===== src/rtl/mem_arb_pkg.sv =====
// -----------------------------------------------------------------------------
// mem_arb_pkg
// Shared types and constants for mem_port_arbiter: FSM state encoding,
// requester IDs, memory-latency bound and latency-counter type.
// -----------------------------------------------------------------------------
package mem_arb_pkg;

  typedef enum logic [1:0] {
    IDLE,
    CMD,
    WAIT,
    ACK
  } state_e;

  // Requester IDs; also the encoding of the round-robin last-granted pointer.
  localparam logic REQ_FETCH = 1'b0;
  localparam logic REQ_DATA  = 1'b1;

  localparam int MEM_LAT_MAX = 7;
  localparam int CNT_W       = 3;

  typedef logic [CNT_W-1:0] cnt_t;

endpackage


===== src/rtl/mem_port_arbiter_if.sv =====
// -----------------------------------------------------------------------------
// mem_port_arbiter_if
// Bundles the fetch port (IReq/IAddr/IRdata/IAck), the data port
// (DReq/DWe/DAddr/DWdata/DRdata/DAck), the memory command port
// (MAddr/MWdata/MRead/MWrite/MRdata) and the Busy flag.
//   slave  : the arbiter side (consumes requests, drives memory commands)
//   master : the core + memory side
// -----------------------------------------------------------------------------
interface mem_port_arbiter_if #(
  parameter int ADDR_W = 32,
  parameter int DATA_W = 32
);

  logic              IReq;
  logic [ADDR_W-1:0] IAddr;
  logic [DATA_W-1:0] IRdata;
  logic              IAck;

  logic              DReq;
  logic              DWe;
  logic [ADDR_W-1:0] DAddr;
  logic [DATA_W-1:0] DWdata;
  logic [DATA_W-1:0] DRdata;
  logic              DAck;

  logic [ADDR_W-1:0] MAddr;
  logic [DATA_W-1:0] MWdata;
  logic              MRead;
  logic              MWrite;
  logic [DATA_W-1:0] MRdata;

  logic              Busy;

  modport slave (
    input  IReq, IAddr, DReq, DWe, DAddr, DWdata, MRdata,
    output IRdata, IAck, DRdata, DAck, MAddr, MWdata, MRead, MWrite, Busy
  );

  modport master (
    output IReq, IAddr, DReq, DWe, DAddr, DWdata, MRdata,
    input  IRdata, IAck, DRdata, DAck, MAddr, MWdata, MRead, MWrite, Busy
  );

endinterface


===== src/rtl/mem_arb_pick.sv =====
// -----------------------------------------------------------------------------
// mem_arb_pick
// Combinational winner selection between fetch and data requests.
//   ireq_i  : fetch request
//   dreq_i  : data request
//   last_i  : requester granted last (REQ_FETCH / REQ_DATA)
//   grant_o : winning requester ID (only meaningful when a request is present)
// Build option: MEM_ARB_RR_EN selects round-robin on ties; otherwise data has
// fixed priority and last_i is ignored.
// -----------------------------------------------------------------------------
module mem_arb_pick
  import mem_arb_pkg::*;
(
  input  logic ireq_i,
  input  logic dreq_i,
  input  logic last_i,
  output logic grant_o
);

`ifdef MEM_ARB_RR_EN
  // On a tie the requester that was not granted last wins.
  assign grant_o = (ireq_i && dreq_i) ? ~last_i
                 : (dreq_i ? REQ_DATA : REQ_FETCH);
`else
  logic unused_last;
  assign unused_last = last_i;
  assign grant_o     = dreq_i ? REQ_DATA : REQ_FETCH;
`endif

endmodule


===== src/rtl/mem_port_arbiter.sv =====
// -----------------------------------------------------------------------------
// mem_port_arbiter
// Shares one single-ported word memory between instruction fetch and data
// access. One command at a time: IDLE -> CMD -> (WAIT x MEM_LAT) -> ACK for
// reads, IDLE -> CMD -> ACK for writes; IDLE is visited between transactions.
//   Clk   : system clock, rising edge
//   Reset : synchronous, active-high
//   bus   : mem_port_arbiter_if.slave (fetch, data, memory ports and Busy)
// Parameters: ADDR_W, DATA_W, MEM_LAT (read latency, legal 1..MEM_LAT_MAX).
// Build option: MEM_ARB_RR_EN enables round-robin tie breaking; by default
// data has fixed priority over fetch.
// -----------------------------------------------------------------------------
module mem_port_arbiter
  import mem_arb_pkg::*;
#(
  parameter int ADDR_W  = 32,
  parameter int DATA_W  = 32,
  parameter int MEM_LAT = 2
) (
  input logic               Clk,
  input logic               Reset,
  mem_port_arbiter_if.slave bus
);

  state_e            state_q;
  cnt_t              cnt_q;
  logic              win_q;
  logic              we_q;
  logic [ADDR_W-1:0] maddr_q;
  logic [DATA_W-1:0] mwdata_q;
  logic [DATA_W-1:0] irdata_q;
  logic [DATA_W-1:0] drdata_q;
  logic              mread_q;
  logic              mwrite_q;
  logic              iack_q;
  logic              dack_q;
  logic              busy_q;
  logic              last_d;
  logic              grant_d;

`ifdef MEM_ARB_RR_EN
  logic last_q;
  assign last_d = last_q;
`else
  assign last_d = REQ_FETCH;
`endif

  mem_arb_pick u_pick (
    .ireq_i  (bus.IReq),
    .dreq_i  (bus.DReq),
    .last_i  (last_d),
    .grant_o (grant_d)
  );

  // NOTE: sequential state uses non-blocking assignments only, so every
  // register samples the pre-edge value of every other register.
  always_ff @(posedge Clk) begin
    if (Reset) begin
      state_q  <= IDLE;
      cnt_q    <= '0;
      win_q    <= REQ_FETCH;
      we_q     <= 1'b0;
      maddr_q  <= '0;
      mwdata_q <= '0;
      irdata_q <= '0;
      drdata_q <= '0;
      mread_q  <= 1'b0;
      mwrite_q <= 1'b0;
      iack_q   <= 1'b0;
      dack_q   <= 1'b0;
      busy_q   <= 1'b0;
`ifdef MEM_ARB_RR_EN
      last_q   <= REQ_FETCH;
`endif
    end else begin
      // NOTE: strobes default low each cycle and are raised only on the
      // transition into the state that owns them, giving one-cycle pulses.
      mread_q  <= 1'b0;
      mwrite_q <= 1'b0;
      iack_q   <= 1'b0;
      dack_q   <= 1'b0;

      case (state_q)
        IDLE: begin
          if (bus.IReq || bus.DReq) begin
            win_q   <= grant_d;
            busy_q  <= 1'b1;
            state_q <= CMD;
`ifdef MEM_ARB_RR_EN
            last_q  <= grant_d;
`endif
            if (grant_d == REQ_DATA) begin
              maddr_q  <= bus.DAddr;
              mwdata_q <= bus.DWdata;
              we_q     <= bus.DWe;
              mread_q  <= ~bus.DWe;
              mwrite_q <= bus.DWe;
            end else begin
              maddr_q  <= bus.IAddr;
              we_q     <= 1'b0;
              mread_q  <= 1'b1;
            end
          end
        end

        CMD: begin
          if (we_q) begin
            dack_q  <= 1'b1;
            state_q <= ACK;
          end else begin
            cnt_q   <= cnt_t'(MEM_LAT);
            state_q <= WAIT;
          end
        end

        WAIT: begin
          cnt_q <= cnt_q - cnt_t'(1);
          // Count 1 marks the cycle in which MRdata is valid.
          if (cnt_q == cnt_t'(1)) begin
            state_q <= ACK;
            if (win_q == REQ_DATA) begin
              drdata_q <= bus.MRdata;
              dack_q   <= 1'b1;
            end else begin
              irdata_q <= bus.MRdata;
              iack_q   <= 1'b1;
            end
          end
        end

        ACK: begin
          busy_q  <= 1'b0;
          state_q <= IDLE;
        end

        default: state_q <= IDLE;
      endcase
    end
  end

  assign bus.MAddr  = maddr_q;
  assign bus.MWdata = mwdata_q;
  assign bus.MRead  = mread_q;
  assign bus.MWrite = mwrite_q;
  assign bus.IRdata = irdata_q;
  assign bus.IAck   = iack_q;
  assign bus.DRdata = drdata_q;
  assign bus.DAck   = dack_q;
  assign bus.Busy   = busy_q;

endmodule


===== src/flat_wrapper.sv =====
// flat-port wrapper written by rule: the top's interface ports become plain ports
module mem_port_arbiter_flat import mem_arb_pkg::*;
#(
  parameter int ADDR_W  = 32,
  parameter int DATA_W  = 32,
  parameter int MEM_LAT = 2
)
  (Clk, Reset, bus_IReq, bus_IAddr, bus_DReq, bus_DWe, bus_DAddr, bus_DWdata, bus_MRdata, bus_IRdata, bus_IAck, bus_DRdata, bus_DAck, bus_MAddr, bus_MWdata, bus_MRead, bus_MWrite, bus_Busy);
  mem_port_arbiter_if #(.ADDR_W(ADDR_W), .DATA_W(DATA_W)) bus_i ();
  input logic Clk;
  input logic Reset;
  input wire logic [$bits(bus_i.IReq)-1:0] bus_IReq;
  input wire logic [$bits(bus_i.IAddr)-1:0] bus_IAddr;
  input wire logic [$bits(bus_i.DReq)-1:0] bus_DReq;
  input wire logic [$bits(bus_i.DWe)-1:0] bus_DWe;
  input wire logic [$bits(bus_i.DAddr)-1:0] bus_DAddr;
  input wire logic [$bits(bus_i.DWdata)-1:0] bus_DWdata;
  input wire logic [$bits(bus_i.MRdata)-1:0] bus_MRdata;
  output wire logic [$bits(bus_i.IRdata)-1:0] bus_IRdata;
  output wire logic [$bits(bus_i.IAck)-1:0] bus_IAck;
  output wire logic [$bits(bus_i.DRdata)-1:0] bus_DRdata;
  output wire logic [$bits(bus_i.DAck)-1:0] bus_DAck;
  output wire logic [$bits(bus_i.MAddr)-1:0] bus_MAddr;
  output wire logic [$bits(bus_i.MWdata)-1:0] bus_MWdata;
  output wire logic [$bits(bus_i.MRead)-1:0] bus_MRead;
  output wire logic [$bits(bus_i.MWrite)-1:0] bus_MWrite;
  output wire logic [$bits(bus_i.Busy)-1:0] bus_Busy;
  assign bus_i.IReq = bus_IReq;
  assign bus_i.IAddr = bus_IAddr;
  assign bus_i.DReq = bus_DReq;
  assign bus_i.DWe = bus_DWe;
  assign bus_i.DAddr = bus_DAddr;
  assign bus_i.DWdata = bus_DWdata;
  assign bus_i.MRdata = bus_MRdata;
  assign bus_IRdata = bus_i.IRdata;
  assign bus_IAck = bus_i.IAck;
  assign bus_DRdata = bus_i.DRdata;
  assign bus_DAck = bus_i.DAck;
  assign bus_MAddr = bus_i.MAddr;
  assign bus_MWdata = bus_i.MWdata;
  assign bus_MRead = bus_i.MRead;
  assign bus_MWrite = bus_i.MWrite;
  assign bus_Busy = bus_i.Busy;
  mem_port_arbiter #(.ADDR_W(ADDR_W), .DATA_W(DATA_W), .MEM_LAT(MEM_LAT)) u_core (.Clk(Clk), .Reset(Reset), .bus(bus_i));
endmodule

===== config.mk =====
export PLATFORM = sky130hd
export DESIGN_NAME = mem_port_arbiter_flat
export DESIGN_NICKNAME = d
export VERILOG_FILES = /design/src/rtl/mem_arb_pkg.sv /design/src/rtl/mem_port_arbiter_if.sv /design/src/rtl/mem_arb_pick.sv /design/src/rtl/mem_port_arbiter.sv /design/src/flat_wrapper.sv
export SDC_FILE = /design/constraint.sdc
export NUM_CORES = 1
export LEC_CHECK = 0
export CORE_MARGIN = 2
export CORE_UTILIZATION = 40
export CTS_CLUSTER_SIZE = 30
export DETAILED_ROUTE_END_ITERATION = 8
export HOLD_SLACK_MARGIN = 0.06
export PLACE_DENSITY_LB_ADDON = 0.2
export RECOVER_POWER = 100
export SYNTH_ARGS = -nofsm -noshare
export SYNTH_HDL_FRONTEND = slang
export SYNTH_SLANG_ARGS = --single-unit

===== constraint.sdc =====
create_clock -name Clk -period 1.9 [get_ports Clk]
set_input_delay 0.19 -clock Clk [delete_from_list [all_inputs] [get_ports Clk]]
set_output_delay 0.19 -clock Clk [all_outputs]
set_load 0.02 [all_outputs]

After elaboration in Yosys (flattened, before gate mapping)

Cells that the tools add are included.

Add/subtract/negate cells: 1
Eq/ne operators: 7
Reductions and logical operators: 13
Bitwise gates (word level): 6
Mux-type cells: 17

Operator list:

| operator            | number |
|---|---|
| $mux 32             | 1 |
| $mux 1              | 9 |
| $reduce_and 3->1    | 3 |
| $pmux 2 s4          | 1 |
| $reduce_and 2->1    | 4 |
| $not 1->1           | 6 |
| $pmux 3 s2          | 1 |
| $reduce_or 3->1     | 2 |
| $eq 2x2->1 const B  | 2 |
| $mux 2              | 2 |
| $ne 2x1->1 const B  | 2 |
| $pmux 1 s2          | 2 |
| $reduce_bool 2->1   | 2 |
| $eq 3x1->1 const B  | 1 |
| $mux 3              | 1 |
| $sub 3x1->3 const B | 1 |
| $eq 2x1->1 const B  | 1 |
| $logic_not 2->1     | 1 |
| $ne 2x2->1 const B  | 1 |
| $logic_or 1x1->1    | 1 |

Word-level logic and storage cells: 57
Flip-flop bits (word level): 140
Bits of input ports: 133
Output and inout bits: 133

Logic depth before layout (Yosys ltp)

Gate-level depths: netlist of run 1.

Depth after elaboration: 3
Mapped depth: 8
Depth with buffers taken out: 5

Hierarchy

From an unflattened synthesis of run 1, not the netlist that was laid out.

Cell total of the unflattened synthesis: 630
Area, all modules: 5331.4 um2

Modules (own cells, without submodules):

| module           | cells each | sequential area each (um2) | times used | area an instance (um2) |
|---|---|---|---|---|
| mem_port_arbiter | 629        | 2802.7                     | 1          | 5323.9 |
| mem_arb_pick     | 1          | 0.0                        | 1          | 7.5 |

Least setup slack after synthesis of run 1

No wires, ideal clock.

Kind: register to register
Start: register u_core.state_q[0]
End: register u_core.irdata_q[10], in the netlist u_core.bus.IRdata[10]
Buffers on the path: 3
Required time: 1.768 ns
Stages on the path, launching flop included: 9
Setup time: 0.132 ns
Setup slack: 0.422 ns
Data arrival time: 1.346 ns
Clock period less this slack: 1.478 ns
Cell sequence: dfxtp_1 > inv_1 > ha_1 > buf_4 > and4bb_1 > buf_4 > buf_6 > nand2_1 > a21oi_1

Longest elaborated chain between the ends: 2

Ends and longest elaborated chain:

| item                       | RTL line                | RTL |
|---|---|---|
| from (decl)                | mem_port_arbiter.sv:25  | `state_e state_q;` |
| from (signal assigned)     | mem_port_arbiter.sv:59  | `state_q <= IDLE;` |
| from (signal assigned)     | mem_port_arbiter.sv:88  | `state_q <= CMD;` |
| from (signal assigned)     | mem_port_arbiter.sv:109 | `state_q <= ACK;` |
| $eq 2x2->1                 | mem_port_arbiter.sv:83  | `case (state_q)` |
| $reduce_and 3->1 (no line) | n/a                     |  |
| to (signal assigned)       | mem_port_arbiter.sv:125 | `irdata_q <= bus.MRdata;` |
| to (decl)                  | mem_port_arbiter.sv:31  | `logic [DATA_W-1:0] irdata_q;` |

No other way between the ends.
A chain may end at the register's enable or synchronous reset.

Worst setup path in the final report of run 1

Start: register u_core.state_q[0]
End: register u_core.drdata_q[1], in the netlist u_core.bus.DRdata[1]

Longest elaborated chain between the ends: 2

Ends and longest elaborated chain:

| item                       | RTL line                | RTL |
|---|---|---|
| $eq 2x2->1                 | mem_port_arbiter.sv:83  |  |
| $reduce_and 3->1 (no line) | n/a                     |  |
| to (signal assigned)       | mem_port_arbiter.sv:122 | `drdata_q <= bus.MRdata;` |
| to (decl)                  | mem_port_arbiter.sv:32  | `logic [DATA_W-1:0] drdata_q;` |

No other way between the ends.

==> results of run 1 <==
## worst max-delay path: cells and delay by family, from the launching register on
family	cells	cell delay (ns)
simple gates	2	0.26
flops	1	0.38
fa+ha+maj	1	0.33
compound gates	1	0.16
buf+inv	2	0.47
## synthesized netlist by cell type, types with 2 or more instances
library cell / instances
nand2_1: 196
dfxtp_1: 140
a21oi_1: 103
nor2_1: 37
a211oi_1: 34
mux2i_1: 33
buf_2: 21
clkbuf_1: 13
buf_6: 12
ha_1: 7
inv_1: 6
nand2b_1: 5
buf_4: 3
o21ai_0: 3
and2_1: 2
nand3_1: 2
nor2b_1: 2
o21a_1: 2
## state kept, by name, indices dropped and copies added, names as in the netlist, 2 cells and up
register           flops
u_core.cnt_q           3
u_core.bus.DRdata     32
u_core.bus.MAddr      32
u_core.state_q         2
u_core.bus.MWdata     32
u_core.bus.IRdata     32
## layout make-up
| type | instances | area share (%) |
|---|---|---|
| clock inverter | 5 | 0.8592 |
| clock buffer | 27 | 6.330 |
| inverter | 6 | 0.2578 |
| sequential | 140 | 32.08 |
| tap | 176 | 2.520 |
| timing repair buffer | 275 | 32.14 |
| multi-input combinational | 436 | 25.82 |
## metrics by stage
stage | hold WS (ns) | worst slack [ns] | area (sq um) | instances | total power, uW
2_1_floorplan | 0.2938 | 0.4219 | 5391 | 631 | 5339
3_3_place_gp | 0.4407 | 0.3809 | 8122 | 1033 | 6597
3_5_place_dp | 0.4468 | 0.2136 | 8122 | 1033 | 6679
4_1_cts | 0.1425 | 0.1951 | 8750 | 1065 | 10110
5_1_grt | 0.1906 | 0.009662 | 8737 | 1065 | 10360
6_report | 0.1624 | 0.1959 | 8737 | 1065 | 9839
## routing by layer
| metal | routed length (um) | share of wire [%] | up-vias |
|---|---|---|---|
| met2 | 7442 | 49 | 202 |
| met4 | 414 | 2.8 | 0 |
| met3 | 1349 | 9.0 | 28 |
| met1 | 5847 | 39 | 2391 |
| li1 | - | - | 2601 |
| met5 | 0 | 0 | - |
## power by group through the flow
stage | Combinational, uW | Clock (uW) | Sequential, uW
floorplan | 1150 | 0 | 4190
global placement | 2910 | 0 | 3680
detailed placement | 2970 | 0 | 3710
CTS | 2980 | 3470 | 3660
global route | 3060 | 3600 | 3700
finish | 2800 | 3400 | 3630
## cells by family (layout without fill, tap and decap cells)
| kind of cell | after synthesis | after routing | share of synthesized area (%) |
|---|---|---|---|
| compound gates | 146 | 146 | 15.46 |
| fa+ha+maj | 7 | 7 | 1.624 |
| buf+inv | 55 | 313 | 6.196 |
| flops | 140 | 140 | 51.98 |
| mux | 33 | 33 | 6.127 |
| simple gates | 250 | 250 | 18.61 |
## worst max path at each step
stage,startpoint,to,slack (ns),cells past startpoint
after floorplan,u_core.state_q[0],u_core.bus.IRdata[10],0.42,8
after global placement,u_core.state_q[1],u_core.state_q[0],0.38,5
after detailed placement,u_core.state_q[0],u_core.state_q[0],0.21,5
after CTS,u_core.state_q[1],u_core.state_q[0],0.20,5
after global routing,u_core.state_q[1],u_core.state_q[0],0.01,5
final,u_core.state_q[0],u_core.bus.DRdata[1],0.20,6
==> impl_metrics.csv, run 1 <==
group,metric,value,unit
outcome,status,"finished, final reports clean",
clock_tree,tritoncts,"yes",
sta,fmax,0.5868,GHz
die,start_util,40.87,%
global_routing,grt_use_met1,23.55,%
layout,num_antenna_cells,0,
routing,antenna_left,0,
placed_design,gp_congestion,0.7724,
layout,syn2layout_area_growth,62.06,%
global_routing,overflow,0,
routing,first_iter_violations,277,
global_routing,grt_util_met3,8.032,%
routing,vias,5222,
die,row_count,42,
sta,max_slew_margin,64.53,%
setup_path,reg2regPathDepth,6,
setup_path,cp-start-kind,"flop",
clock_tree,cts-root-buf,"clkbuf_16",
setup_path,crit_required,2.23,ns
yosys,netlist_area,5391,sq um
die,core,13190,sq um
die,io_pins,266,
clock_tree,clk_path_buf_depth,2,
clock_tree,post_cts_buffers,0,
setup_path,max_stage_delay,0.38,ns
layout,fin_nets,1016,
yosys,synth_top_area_cell,"dfxtp_1",
hold_path,min_from,"bus_DReq",
routing,wl,15050,um
layout,seq_area,2803,sq um
layout,drive_above_1_share,5.062,%
placed_design,port-buffer-count,265,
yosys,synth_ff_type,"dfxtp_1",
placed_design,hpwlAfterDp,10800,um
global_routing,antenna_found_initial,0,
job,maxCapViolations,0,
die,die_x,120.1,um
yosys,async_reset_ff_share,0,%
hold_path,hp-class,"in -> reg",
setup_path,crit_slowest_cell,"dfxtp_1",
layout,multiInputGateArea,2256,sq um
layout,num-fill-cells,1051,
setup_path,crit_type,"reg -> reg",
clock_tree,clk_pin_slew,0.05,ns
sta,finalSetupViolations,0,
yosys,yosysUniqueCellTypes,28,
sta,slew_viol_final,0,
setup_path,crit_arrival,2.04,ns
yosys,ys_seq_area_share,51.98,%
yosys,yosysWarnings,0,
sta,rsz0062_at_grt,"no",
hold_path,whs_path_depth,3,
global_routing,gr-usage-all-layers,21.05,%
power,p_seq_share,36.9,%
global_routing,grt_max_degree,66,
layout,final_cell_mix,"nand2_1 (196), dfxtp_1 (140), dlygate4sd3_1 (133)",
yosys,synth-edff-count,0,
setup_path,r2r-start,"u_core.state_q[0]",
setup_path,path_cells,"inv_1 -> ha_1 -> nand4b_1 -> buf_4 -> nand2_1 -> a21oi_1",
clock_tree,cts_inserted_buffers,17,
yosys,synthCells,631,
layout,utilization,66.24,%
power,ir_drop,0.0007081,V
power,power_frac_comb,28.5,%
global_routing,use_met2,35.55,%
layout,final_common_cell,"nand2_1",
clock_tree,cts_resized,0,
global_routing,grt_pass1_vias,5042,
yosys,synth_seq_cells,140,
sta,fin_skew,0.004568,ns
routing,vias_per_cell,4.903,
power,switchingPower,2946,uW
power,power.density,1126,nW/um^2
global_routing,top_usage_layer,"met2",
clock_tree,htreeDepth,4,
power,clockPowerShare,34.6,%
clock_tree,hold_buffers,0,
yosys,ys_top_cells_by_area,"dfxtp_1 (52%), nand2_1 (14%), a21oi_1 (9.6%)",
power,p_int,6893,uW
power,switching_share,29.94,%
setup_path,cp-end-kind,"flop",
die,die_y,120.1,um
clock_tree,cts.sinks,140,
sta,hold_viol,0,
power,leakage,0.003604,uW
routing,routedWlPerCell,14.14,um
setup_path,timing.rr.end,"u_core.bus.DRdata[1]",
sta,fin_crit_sh,89.69,%
global_routing,grt_first_pass_wirelength,24240,um
setup_path,cp_max_fo,32,
sta,fin_crit,1.704,ns
yosys,netlist.area_leader.share,51.98,%
clock_tree,insertion_delay,0.41,ns
yosys,synth_fp_nets,771,
routing,dr.pass1.iters,5,
yosys,syn_avg_cell_area,8.544,sq um
die,die_area,14420,sq um
setup_path,r2r_slack,0.20,ns
hold_path,holdPathEnd,"u_core.we_q",
sta,tns,0,ns
sta,tightest_slew,0.5320,ns
routing,route.detailed.drc,0,
Note: power is estimated with default switching activity, not from simulation.
==> run 2: changes to the inputs <==
Settings changed: PLACE_DENSITY set to 0.81, PLACE_DENSITY_LB_ADDON 0.2 to unset.
==> impl_metrics.csv, run 2 (synthesis results as in run 1) <==
group,metric,value,unit
clock_tree,hold_buffers,0,
die,row_count,42,
power,switching_share,31.30,%
sta,fin_crit_sh,90.47,%
clock_tree,clk_pin_slew,0.06,ns
layout,drive_above_1_share,5.381,%
sta,rsz0062_at_grt,"no",
power,clockPowerShare,34.1,%
routing,vias_per_cell,4.834,
placed_design,post-place-ws,0.2045,ns
clock_tree,cts_resized,0,
layout,final_common_cell,"nand2_1",
routing,routedWlPerCell,14.25,um
setup_path,cp-start-kind,"flop",
clock_tree,post_cts_buffers,0,
layout,final_cell_mix,"nand2_1 (196), dfxtp_1 (140), dlygate4sd3_1 (133)",
job,maxCapViolations,0,
global_routing,gr-usage-all-layers,20.88,%
setup_path,cp-end-kind,"flop",
power,p_seq_share,36.8,%
sta,fmax,0.5818,GHz
sta,fin_ws,0.1812,ns
global_routing,grt_max_degree,48,
placed_design,hpwlAfterDp,10920,um
sta,tns,0,ns
global_routing,grt_first_pass_wirelength,23530,um
power,ir_drop,0.0005959,V
die,start_util,40.87,%
sta,hold_viol,0,
power,power.density,1126,nW/um^2
clock_tree,htreeDepth,4,
global_routing,grt_pass1_vias,4749,
die,die_x,120.1,um
setup_path,cp_max_fo,45,
sta,slew_viol_final,0,
placed_design,port-buffer-count,265,
setup_path,crit_type,"reg -> reg",
sta,holdWs,0.1053,ns
sta,fin_skew,0.007239,ns
sta,max_slew_margin,68.02,%
die,io_pins,266,
setup_path,reg2regPathDepth,6,
routing,dr.pass1.iters,6,
sta,finalSetupViolations,0,
clock_tree,cts-root-buf,"clkbuf_16",
layout,num-fill-cells,1082,
sta,tightest_slew,0.4796,ns
layout,num_antenna_cells,0,
routing,wl,15220,um
clock_tree,tritoncts,"yes",
global_routing,antenna_found_initial,0,
routing,first_iter_violations,202,
power,power_frac_comb,29.1,%
die,core,13190,sq um
clock_tree,cts.sinks,140,
routing,vias,5163,
global_routing,overflow,0,
hold_path,whs_path_depth,2,
routing,route.detailed.drc,0,
outcome,status,"finished, final reports clean",
layout,syn2layout_area_growth,62.24,%
power,p_int,6764,uW
die,die_y,120.1,um
routing,antenna_left,0,
setup_path,crit_arrival,2.04,ns
power,leakage,0.003592,uW
clock_tree,clk_path_buf_depth,2,
sta,fin_crit,1.719,ns
layout,fin_nets,1019,
hold_path,hp-class,"in -> reg",
clock_tree,cts_inserted_buffers,17,
placed_design,gp_congestion,0.7591,
power,switchingPower,3081,uW
clock_tree,insertion_delay,0.41,ns
setup_path,crit_required,2.22,ns
die,die_area,14420,sq um
run 2: cell count changes in the layout (fill, tap and decap cells not counted), sizes merged:
cell / change
buf: +4
bufinv: +1
clkinv: +2
clkinvlp: +5
clkbuf: -10
inv: +1
run 2: stage by stage:
| stage | std cells | area, sq um | total power (uW) | util (%) |
|---|---|---|---|---|
| final | 1068 | 8747 | 9845 | 66.32 |
| after global routing | 1068 | 8747 | 10330 | 66.32 |
| after CTS | 1068 | 8752 | 10110 | 66.35 |
| after detailed placement | 1036 | 8144 | 6713 | 61.74 |
| after global placement | 1036 | 8144 | 6655 | 61.74 |
| after floorplan | 631 | 5391 | 5339 | - |
run 2: path summary, 6_finish.rpt:
| check | start | endpoint | slack, ns |
|---|---|---|---|
| hold / removal | bus_DReq | u_core.bus.MRead | 0.11 |
| setup / recovery | u_core.state_q[0] | u_core.bus.MAddr[8] | 0.18 |
| setup reg to reg | u_core.state_q[0] | u_core.bus.MAddr[8] | 0.18 |
| hold reg to reg | u_core.bus.MWdata[26] | u_core.bus.MWdata[26] | 0.45 |
run 2: layer usage:
layer  GRT usage, %  share of wire, %  vias to the layer above  wire length, um
li1               -                 -                     2608                -
met1          22.92                40                     2340             6094
met2          36.86                50                      196             7608
met3          7.367               8.3                       19             1257
met4          7.868               1.7                        0              257
met5              0                 0                        -                0
run 2: power by group through the flow:
stage               Clock [uW]  Combinational (uW)  Sequential [uW]
floorplan                    0                1150             4190
global placement             0                2970             3680
detailed placement           0                3010             3700
CTS                       3420                3040             3650
global route              3550                3100             3680
finish                    3350                2870             3620
run 2: final cells by class:
type                    instances  area (sq um)  share of cell area [%]
flip-flops and latches        140          2803                   32.04
inverters                       6         22.52                  0.2575
well taps                     176         220.2                   2.518
repair buffers                278          2843                   32.50
clock buffers                  18         439.2                   5.021
multi-input cells             436          2251                   25.73
clock inverters                14         168.9                   1.931
run 2: worst max-delay path: stages, from the launching register on:
cell and delay [ns]:
dfxtp_1 0.34, inv_1 0.14, ha_1 0.26, o21a_2 0.32, buf_12 0.25, nor2_1 0.07, a211oi_1 0.23
